## src/rtl/rdm_axis_pkg.sv

```systemverilog
// rtl/rdm_axis_pkg.sv - shared RX gate FSM states and default stream geometry
package rdm_axis_pkg;

  typedef enum logic [1:0] {
    S_WAIT  = 2'd0,
    S_FLUSH = 2'd1,
    S_PASS  = 2'd2,
    S_TRUNC = 2'd3
  } rx_state_e;

  localparam int DEF_DATA_WIDTH = 256;
  localparam int DEF_MAX_BEATS  = 64;

endpackage

```

## src/rtl/axis_skid_buf.sv

```systemverilog
// rtl/axis_skid_buf.sv - 2-entry register slice; outputs and s_tready come straight from flops
module axis_skid_buf #(
  parameter int WIDTH = 8
) (
  input  logic             clk,
  input  logic             resetn,
  input  logic             s_tvalid,
  output logic             s_tready,
  input  logic [WIDTH-1:0] s_tdata,
  output logic             m_tvalid,
  input  logic             m_tready,
  output logic [WIDTH-1:0] m_tdata
);

  logic             skid_valid;
  logic [WIDTH-1:0] skid_data;
  logic             push;
  logic             out_free;

  // The skid entry absorbs the one beat that arrives while downstream stalls.
  assign s_tready = ~skid_valid;
  assign push     = s_tvalid & ~skid_valid;
  assign out_free = m_tready | ~m_tvalid;

  always_ff @(posedge clk) begin
    if (!resetn) begin
      m_tvalid   <= 1'b0;
      m_tdata    <= '0;
      skid_valid <= 1'b0;
      skid_data  <= '0;
    end else if (skid_valid) begin
      if (out_free) begin
        m_tvalid   <= 1'b1;
        m_tdata    <= skid_data;
        skid_valid <= 1'b0;
      end
    end else if (out_free) begin
      m_tvalid <= push;
      if (push) m_tdata <= s_tdata;
    end else if (push) begin
      skid_valid <= 1'b1;
      skid_data  <= s_tdata;
    end
  end

endmodule

```

## src/rtl/pcie_rx_pkt_gate.sv

```systemverilog
// rtl/pcie_rx_pkt_gate.sv - whole-packet ingress gate with truncation and output skid buffer
// Optional statistics counters enabled by PCIE_RX_PKT_GATE_STATS_EN.
module pcie_rx_pkt_gate
  import rdm_axis_pkg::*;
#(
  parameter int DATA_WIDTH = DEF_DATA_WIDTH,
  parameter int MAX_BEATS  = DEF_MAX_BEATS
`ifdef PCIE_RX_PKT_GATE_STATS_EN
  , parameter int CNT_WIDTH = 32
`endif
) (
  input  logic                    RX_clk,
  input  logic                    RX_rst_n,
  input  logic                    driver_ready,
  input  logic                    s_axis_tvalid,
  output logic                    s_axis_tready,
  input  logic [DATA_WIDTH-1:0]   s_axis_tdata,
  input  logic [DATA_WIDTH/8-1:0] s_axis_tkeep,
  input  logic                    s_axis_tlast,
  output logic                    m_axis_tvalid,
  input  logic                    m_axis_tready,
  output logic [DATA_WIDTH-1:0]   m_axis_tdata,
  output logic [DATA_WIDTH/8-1:0] m_axis_tkeep,
  output logic                    m_axis_tlast,
  output logic                    trunc_flag
`ifdef PCIE_RX_PKT_GATE_STATS_EN
  , output logic [CNT_WIDTH-1:0]  stat_pkt_cnt,
  output logic [CNT_WIDTH-1:0]    stat_drop_cnt,
  output logic [CNT_WIDTH-1:0]    stat_trunc_cnt
`endif
);

  localparam int KEEP_WIDTH = DATA_WIDTH / 8;
  localparam int BCW        = $clog2(MAX_BEATS);
  localparam int BUF_WIDTH  = DATA_WIDTH + KEEP_WIDTH + 1;
  localparam logic [BCW-1:0] LAST_BEAT = BCW'(MAX_BEATS - 1);

  rx_state_e      state, state_nxt;
  logic [BCW-1:0] beat_cnt, beat_cnt_nxt;
  logic           buf_ready;
  logic           accept;
  logic           push;
  logic           at_limit;
  logic           trunc_evt;
  logic [BUF_WIDTH-1:0] buf_in, buf_out;

  // Only S_PASS can back-pressure; every other state sinks beats freely.
  assign s_axis_tready = RX_rst_n & ((state != S_PASS) | buf_ready);
  assign accept        = s_axis_tvalid & s_axis_tready;
  assign at_limit      = (beat_cnt == LAST_BEAT);
  assign buf_in        = {s_axis_tlast | at_limit, s_axis_tkeep, s_axis_tdata};

  always_comb begin
    state_nxt    = state;
    beat_cnt_nxt = beat_cnt;
    push         = 1'b0;
    trunc_evt    = 1'b0;
    case (state)
      S_WAIT: begin
        if (accept) begin
          if (!s_axis_tlast) state_nxt = S_FLUSH;
        end else if (driver_ready) begin
          state_nxt = S_PASS;
        end
      end
      S_FLUSH, S_TRUNC: begin
        if (accept && s_axis_tlast) state_nxt = driver_ready ? S_PASS : S_WAIT;
      end
      S_PASS: begin
        if (accept) begin
          push = 1'b1;
          if (s_axis_tlast) begin
            beat_cnt_nxt = '0;
            state_nxt    = driver_ready ? S_PASS : S_WAIT;
          end else if (at_limit) begin
            beat_cnt_nxt = '0;
            trunc_evt    = 1'b1;
            state_nxt    = S_TRUNC;
          end else begin
            beat_cnt_nxt = beat_cnt + BCW'(1);
          end
        end
      end
      default: state_nxt = S_WAIT;
    endcase
  end

  always_ff @(posedge RX_clk) begin
    if (!RX_rst_n) begin
      state      <= S_WAIT;
      beat_cnt   <= '0;
      trunc_flag <= 1'b0;
    end else begin
      state    <= state_nxt;
      beat_cnt <= beat_cnt_nxt;
      if (trunc_evt) trunc_flag <= 1'b1;
    end
  end

  axis_skid_buf #(
    .WIDTH(BUF_WIDTH)
  ) u_skid (
    .clk     (RX_clk),
    .resetn  (RX_rst_n),
    .s_tvalid(push),
    .s_tready(buf_ready),
    .s_tdata (buf_in),
    .m_tvalid(m_axis_tvalid),
    .m_tready(m_axis_tready),
    .m_tdata (buf_out)
  );

  assign m_axis_tdata = buf_out[DATA_WIDTH-1:0];
  assign m_axis_tkeep = buf_out[DATA_WIDTH +: KEEP_WIDTH];
  assign m_axis_tlast = buf_out[BUF_WIDTH-1];

`ifdef PCIE_RX_PKT_GATE_STATS_EN
  logic drop_evt;
  assign drop_evt = accept & s_axis_tlast & ((state == S_WAIT) | (state == S_FLUSH));

  // All counters saturate rather than wrap.
  always_ff @(posedge RX_clk) begin
    if (!RX_rst_n) begin
      stat_pkt_cnt   <= '0;
      stat_drop_cnt  <= '0;
      stat_trunc_cnt <= '0;
    end else begin
      if (m_axis_tvalid && m_axis_tready && m_axis_tlast && (stat_pkt_cnt != '1))
        stat_pkt_cnt <= stat_pkt_cnt + CNT_WIDTH'(1);
      if (drop_evt && (stat_drop_cnt != '1))
        stat_drop_cnt <= stat_drop_cnt + CNT_WIDTH'(1);
      if (trunc_evt && (stat_trunc_cnt != '1))
        stat_trunc_cnt <= stat_trunc_cnt + CNT_WIDTH'(1);
    end
  end
`endif

endmodule

```

## config.mk

```make
export PLATFORM = sky130hd
export DESIGN_NAME = pcie_rx_pkt_gate
export DESIGN_NICKNAME = d
export VERILOG_FILES = /design/src/rtl/rdm_axis_pkg.sv /design/src/rtl/axis_skid_buf.sv /design/src/rtl/pcie_rx_pkt_gate.sv
export SDC_FILE = /design/constraint.sdc
export NUM_CORES = 1
export LEC_CHECK = 0
export ABC_AREA = 0
export BUFFER_PORTS_ARGS = -buffer_cell sky130_fd_sc_hd__buf_2
export CAP_MARGIN = 20
export CORE_UTILIZATION = 47
export DETAILED_ROUTE_END_ITERATION = 6
export MAX_ROUTING_LAYER = met4
export PLACE_DENSITY = 0.72
export SKIP_CTS_REPAIR_TIMING = 1
export SLEW_MARGIN = 25
export SYNTH_ARGS = -nofsm -noshare
export SYNTH_HDL_FRONTEND = slang
export SYNTH_SLANG_ARGS = --single-unit
```

## constraint.sdc

```tcl
create_clock -name RX_clk -period 1.8 [get_ports RX_clk]
set_input_delay 0.36 -clock RX_clk [delete_from_list [all_inputs] [get_ports RX_clk]]
set_output_delay 0.36 -clock RX_clk [all_outputs]
set_load 0.01 [all_outputs]
```

# Yosys cells after proc, flatten, opt, wreduce, memory -nomap -nowiden
# Index checks and enable logic that the tools add are counted.
# word_totals
ff_bits	589
inputBits	294
out_inout_bits	292
wordCells	63
# classes
addsub	1
eq_ne	10
muxes	28
n_bitwise	9
n_reduce_logical	8
# ops
op	count
2-to-1 mux 289 bit	4
2-to-1 mux 2 bit	8
2-to-1 mux 1 bit	13
2-to-1 mux 6 bit	2
inequality test 3 bit, second input constant	3
adder 6 x 1 -> 6 bit, second input constant	1
equality test 6 bit, second input constant	1
inequality test 2 bit, second input constant	3
one-hot mux 2 bit (3 select lines)	1
AND reduction 5 bit	1
equality test 2 bit, second input constant	2
AND reduction 2 bit	2
AND 1 bit	3
NOT 1 bit	3
bitwise OR 1 bit	3
AND reduction 3 bit	1
equality test 2 x 1 -> 1 bit, second input constant	1
logical NOT 2 bit	1
nonzero test 2 bit	1
OR reduction 2 bit	1
logical AND 1 bit	1

# Logic depth before layout (Yosys ltp)
# logic_depth
word_depth	10
depth_mapped	8
ltp_nobuf	5

# Hierarchy
# Synthesis repeated with hierarchy kept, for this count alone.
# hier_totals
cells_unflattened	2637
area_unflattened_um2	24888.9
# by_module_without_submodules
module	n_inst	cells_each	area_each_um2
axis_skid_buf	1	2580	24409.7
pcie_rx_pkt_gate	1	57	479.2

# Worst setup path after synthesis
# Ideal clock, no wire load.
# synth_path
kind	input to output
from	in RX_rst_n
to	out s_axis_tready
t_arrival_ns	1.264
required_ns	1.440
slack_ns	0.176
cell_stages	5
path_cell_list	buf_2 inv_2 clkbuf_1 clkbuf_1 a21oi_1
# synth_via
elab_chain_len	1
# synth_lines
item	line	rtl
from (decl)	pcie_rx_pkt_gate.sv:13	input logic RX_rst_n,
AND 1 bit	pcie_rx_pkt_gate.sv:48	assign s_axis_tready = RX_rst_n & ((state != S_PASS) | buf_ready);
to (decl)	pcie_rx_pkt_gate.sv:16	output logic s_axis_tready,
# Every way passes these cells.

# Worst setup path after layout
# layout_path
from	reg state[1]
to	out s_axis_tready
# layout_via
elab_chain_len	3
# layout_lines
item	line	rtl
from (decl)	pcie_rx_pkt_gate.sv:38	rx_state_e state, state_nxt;
from (signal assigned)	pcie_rx_pkt_gate.sv:94	state <= state_nxt;
inequality test 2 bit	pcie_rx_pkt_gate.sv:48	
bitwise OR 1 bit	pcie_rx_pkt_gate.sv:48	
AND 1 bit	pcie_rx_pkt_gate.sv:48	
# Every way passes these cells.

==> flow_summary_export.csv <==
group,metric,value,unit
outcome,status,"finished with violations",
outcome,violations,"hold timing, setup timing",
clock_network,clk_latency,0.61,ns
finish,fill_cells,4016,
yosys,synth_xor_area_share,0,%
finish,instances_no_fill,3957,
finish,nets,3527,
clock_network,clockBufferDepth,3,
floorplanning,die_y,226,um
floorplanning,initial_core_util,47.9,%
clock_network,clockRootBuffer,"clkbuf_16",
setup_path,cp_slowest_cell,"dfxtp_4",
routing,viasPerCell,5.31,
yosys,yosysTopAreaCell,"dfxtp_1",
clock_network,h-tree-depth,2,
routing,drc_errors,0,
clock_network,cts.clk_slew.worst_paths,0.06,ns
yosys,synthMuxAreaShare,12.2,%
sta,finalSetupViolations,1,
sta,skew,0.0236,ns
setup_path,worstPathMaxFanout,3,
routing,antenna_left,0,
floorplanning,die_x,226,um
yosys,synth_top_family_by_area,"compound AO/OA/AOI/OAI gates",
finish,ff_latch_area,11800,um^2
finish,final_util,62.4,%
sta,finalCritPeriodShare,101,%
flow_run,cap_viol_max_count,0,
yosys,synthCells,2613,
power,power_leakage,0.0113,uW
worst_hold_path,worstHoldPathType,"in2reg",
floorplanning,row_count,81,
grt,grt_max_degree,110,
yosys,synth_warnings,0,
floorplanning,pin_count,586,
grt,overflow,0,
clock_network,cts_tree,"built",
yosys,synthSimpleGateAreaFrac,14.7,%
yosys,synth-seq-cells,589,
sta,setup_ws,-0.0143,ns
clock_network,cts.sink_count,589,
sta,rsz0062_at_grt,"true",
yosys,ys_types,38,
power,power.density,928,nW/um^2
floorplanning,core,49300,um^2
place,place_congestion,0.867,
power,irDropWorstVdd,0.900,mV
routing,drtIter0Drc,1156,
finish,area_delta_synth_final,30.3,%
place,place_worst_setup_slack,-0.00781,ns
routing,drtPass1Iterations,7,
floorplanning,die-area,51100,um^2
yosys,syn_nets,2908,
routing,wl,68.5,mm
setup_path,crit_chain,"buf_6 -> nor2b_4 -> a21oi_2 -> buf_4",
grt,grt_pass1_vias,19500,
finish,drive_gt1_share,27.6,%
yosys,synth_adder_area_share,0.0531,%
yosys,synth_top_area_share,50.0,%
place,portBuffers,585,
clock_network,cts_made_buffers,60,
sta,fmax,551,MHz
grt,antenna_found_initial,10,
setup_path,worstSetupPathType,"reg2out",
yosys,synth_seq_area_share,50.0,%
place,dp_hpwl,46.7,mm
sta,hold-worst-slack,-0.0110,ns
routing,dr_total_vias,21000,
routing,wl_per_cell,17.3,um
yosys,synth_area_leaders,"dfxtp_1 (50%), mux2i_1 (12%), nand2_1 (9.3%), a21oi_1 (6.3%), a211oi_1 (6.0%)",
setup_path,start_kind,"flop",
setup_path,worstPathArrival,1.45,ns
setup_path,slowest_delay,0.36,ns
sta,worst_slew_pin_slew,0.490,ns
yosys,synth.avg_cell_area,9.02,um^2
sta,slew_headroom,67.4,%
place,place_inst,3733,
yosys,syn_area,23600,um^2
sta,drv_slew,0,
power,power,28500,uW
grt,grt_usage,25.6,%
setup_path,setup.worst_path.end_class,"output pin",
grt,grt_pass1_wl,101,mm
finish,multi_input_area,10700,um^2
sta,period_needed,1.81,ns
sta,hold_violations,7,
yosys,synth_compound_area_share,18.2,%
setup_path,required,1.44,ns
==> worst paths after layout <==
| kind | from | end | slack [ns] | depth (start not counted) |
|---|---|---|---|---|
| min reg2reg | u_skid.skid_data[99] | u_skid.skid_data[99] | 0.45 | 2 |
| max reg2reg | u_skid.skid_valid | u_skid.m_tdata[204] | 0.04 | 5 |
| min | s_axis_tdata[34] | u_skid.skid_data[34] | -0.01 | 3 |
| max | state[1] | s_axis_tready | -0.01 | 4 |
==> layout make-up <==
class	count	share of cell area, %
Clock inverter	24	0.908
Tap cell	664	2.70
Timing Repair Buffer	784	17.3
Inverter	4	0.0733
Sequential cell	589	38.4
Multi-Input combinational cell	1793	34.9
Antenna cell	12	0.0978
Clock buffer	87	5.68
==> registers in the layout (all words and copies together) (netlist names) <==
name / cells
beat_cnt: 6
state: 2
trunc_flag: 1
u_skid.m_tdata: 289
u_skid.m_tvalid: 1
u_skid.skid_data: 289
u_skid.skid_valid: 1
==> cells by family after synthesis <==
logic type      Yosys count
compound gates          605
flops                   589
mux                     288
simple gates            899
buf+inv                 231
fa+ha+maj                 1
==> where the power goes <==
group	leakage (uW)	internal (uW)	switching [uW]	total [uW]
Combinational	0.00552	1060	1320	2380
Clock	0.000999	7450	5210	12700
Sequential	0.00476	13300	167	13500
==> stage by stage <==
stage | area (um^2) | setup TNS (ns)
after floorplan | 23600 | 0
after global routing | 30700 | -0.168
after detailed placement | 27600 | -0.0238
after global placement | 27600 | 0
after CTS | 29600 | -0.182
final | 30700 | -0.0143
==> synthesized netlist by cell type (all sizes together) <==
cell and number:
nand4 1, nand3 4, o31ai 2, dfxtp 589
buf 153, or4 2, nand4b 2, nor3 1
nor2 294, nand2 583, inv 4, ha 1
o2111ai 2, a21o 1, o21a 3, a21oi 296
a22oi 1, o22ai 1, and3 1, nand2b 4
clkbuf 74, a31oi 2, o21ai 8, nand3b 1
nor2b 2, mux2i 288, and4 1, nor3b 1
nor4 2, a211oi 289
==> routing by layer <==
metal / part of all wire (%) / vias to the layer above / GRT usage, %
li1: - / 10200 / -
met1: 40 / 9898 / 28.9
met2: 51 / 684 / 43.4
met3: 5.7 / 171 / 5.30
met4: 3.7 / 0 / 11.3
met5: 0 / - / -
==> critical path, delay by kind of cell (launching register included) <==
| family | cells | cell delay [ns] |
|---|---|---|
| AOI/OAI and AO/OA | 1 | 0.11 |
| buffers and inverters | 2 | 0.27 |
| DFF | 1 | 0.36 |
| and+or+nand+nor | 1 | 0.12 |
==> layout by cell type, fill, tap and decap left out, types with 2 or more instances in the layout <==
master / Yosys / final
dfxtp_1: 589 / 587
buf_2: 121 / 584
nand2_1: 583 / 583
a21oi_1: 295 / 294
nor2_1: 294 / 294
mux2i_1: 288 / 288
a211oi_1: 189 / 181
a211oi_2: 100 / 108
dlygate4sd3_1: 0 / 91
clkbuf_16: 0 / 64
buf_4: 30 / 59
buf_12: 0 / 42
clkbuf_1: 74 / 15
clkinv_2: 0 / 14
diode_2: 0 / 12
clkbuf_8: 0 / 10
o21ai_0: 8 / 8
bufinv_16: 0 / 5
nand3_1: 4 / 4
buf_16: 0 / 4
inv_1: 3 / 3
o21a_1: 3 / 3
nand2b_1: 3 / 3
a31oi_1: 2 / 2
or4_1: 2 / 2
o2111ai_1: 2 / 2
nor4_1: 2 / 2
o31ai_1: 2 / 2
inv_8: 0 / 2
clkinv_8: 0 / 2
clkinvlp_4: 0 / 2
buf_6: 1 / 2
dfxtp_4: 0 / 2
No activity file was read; power rests on OpenSTA's default activity.
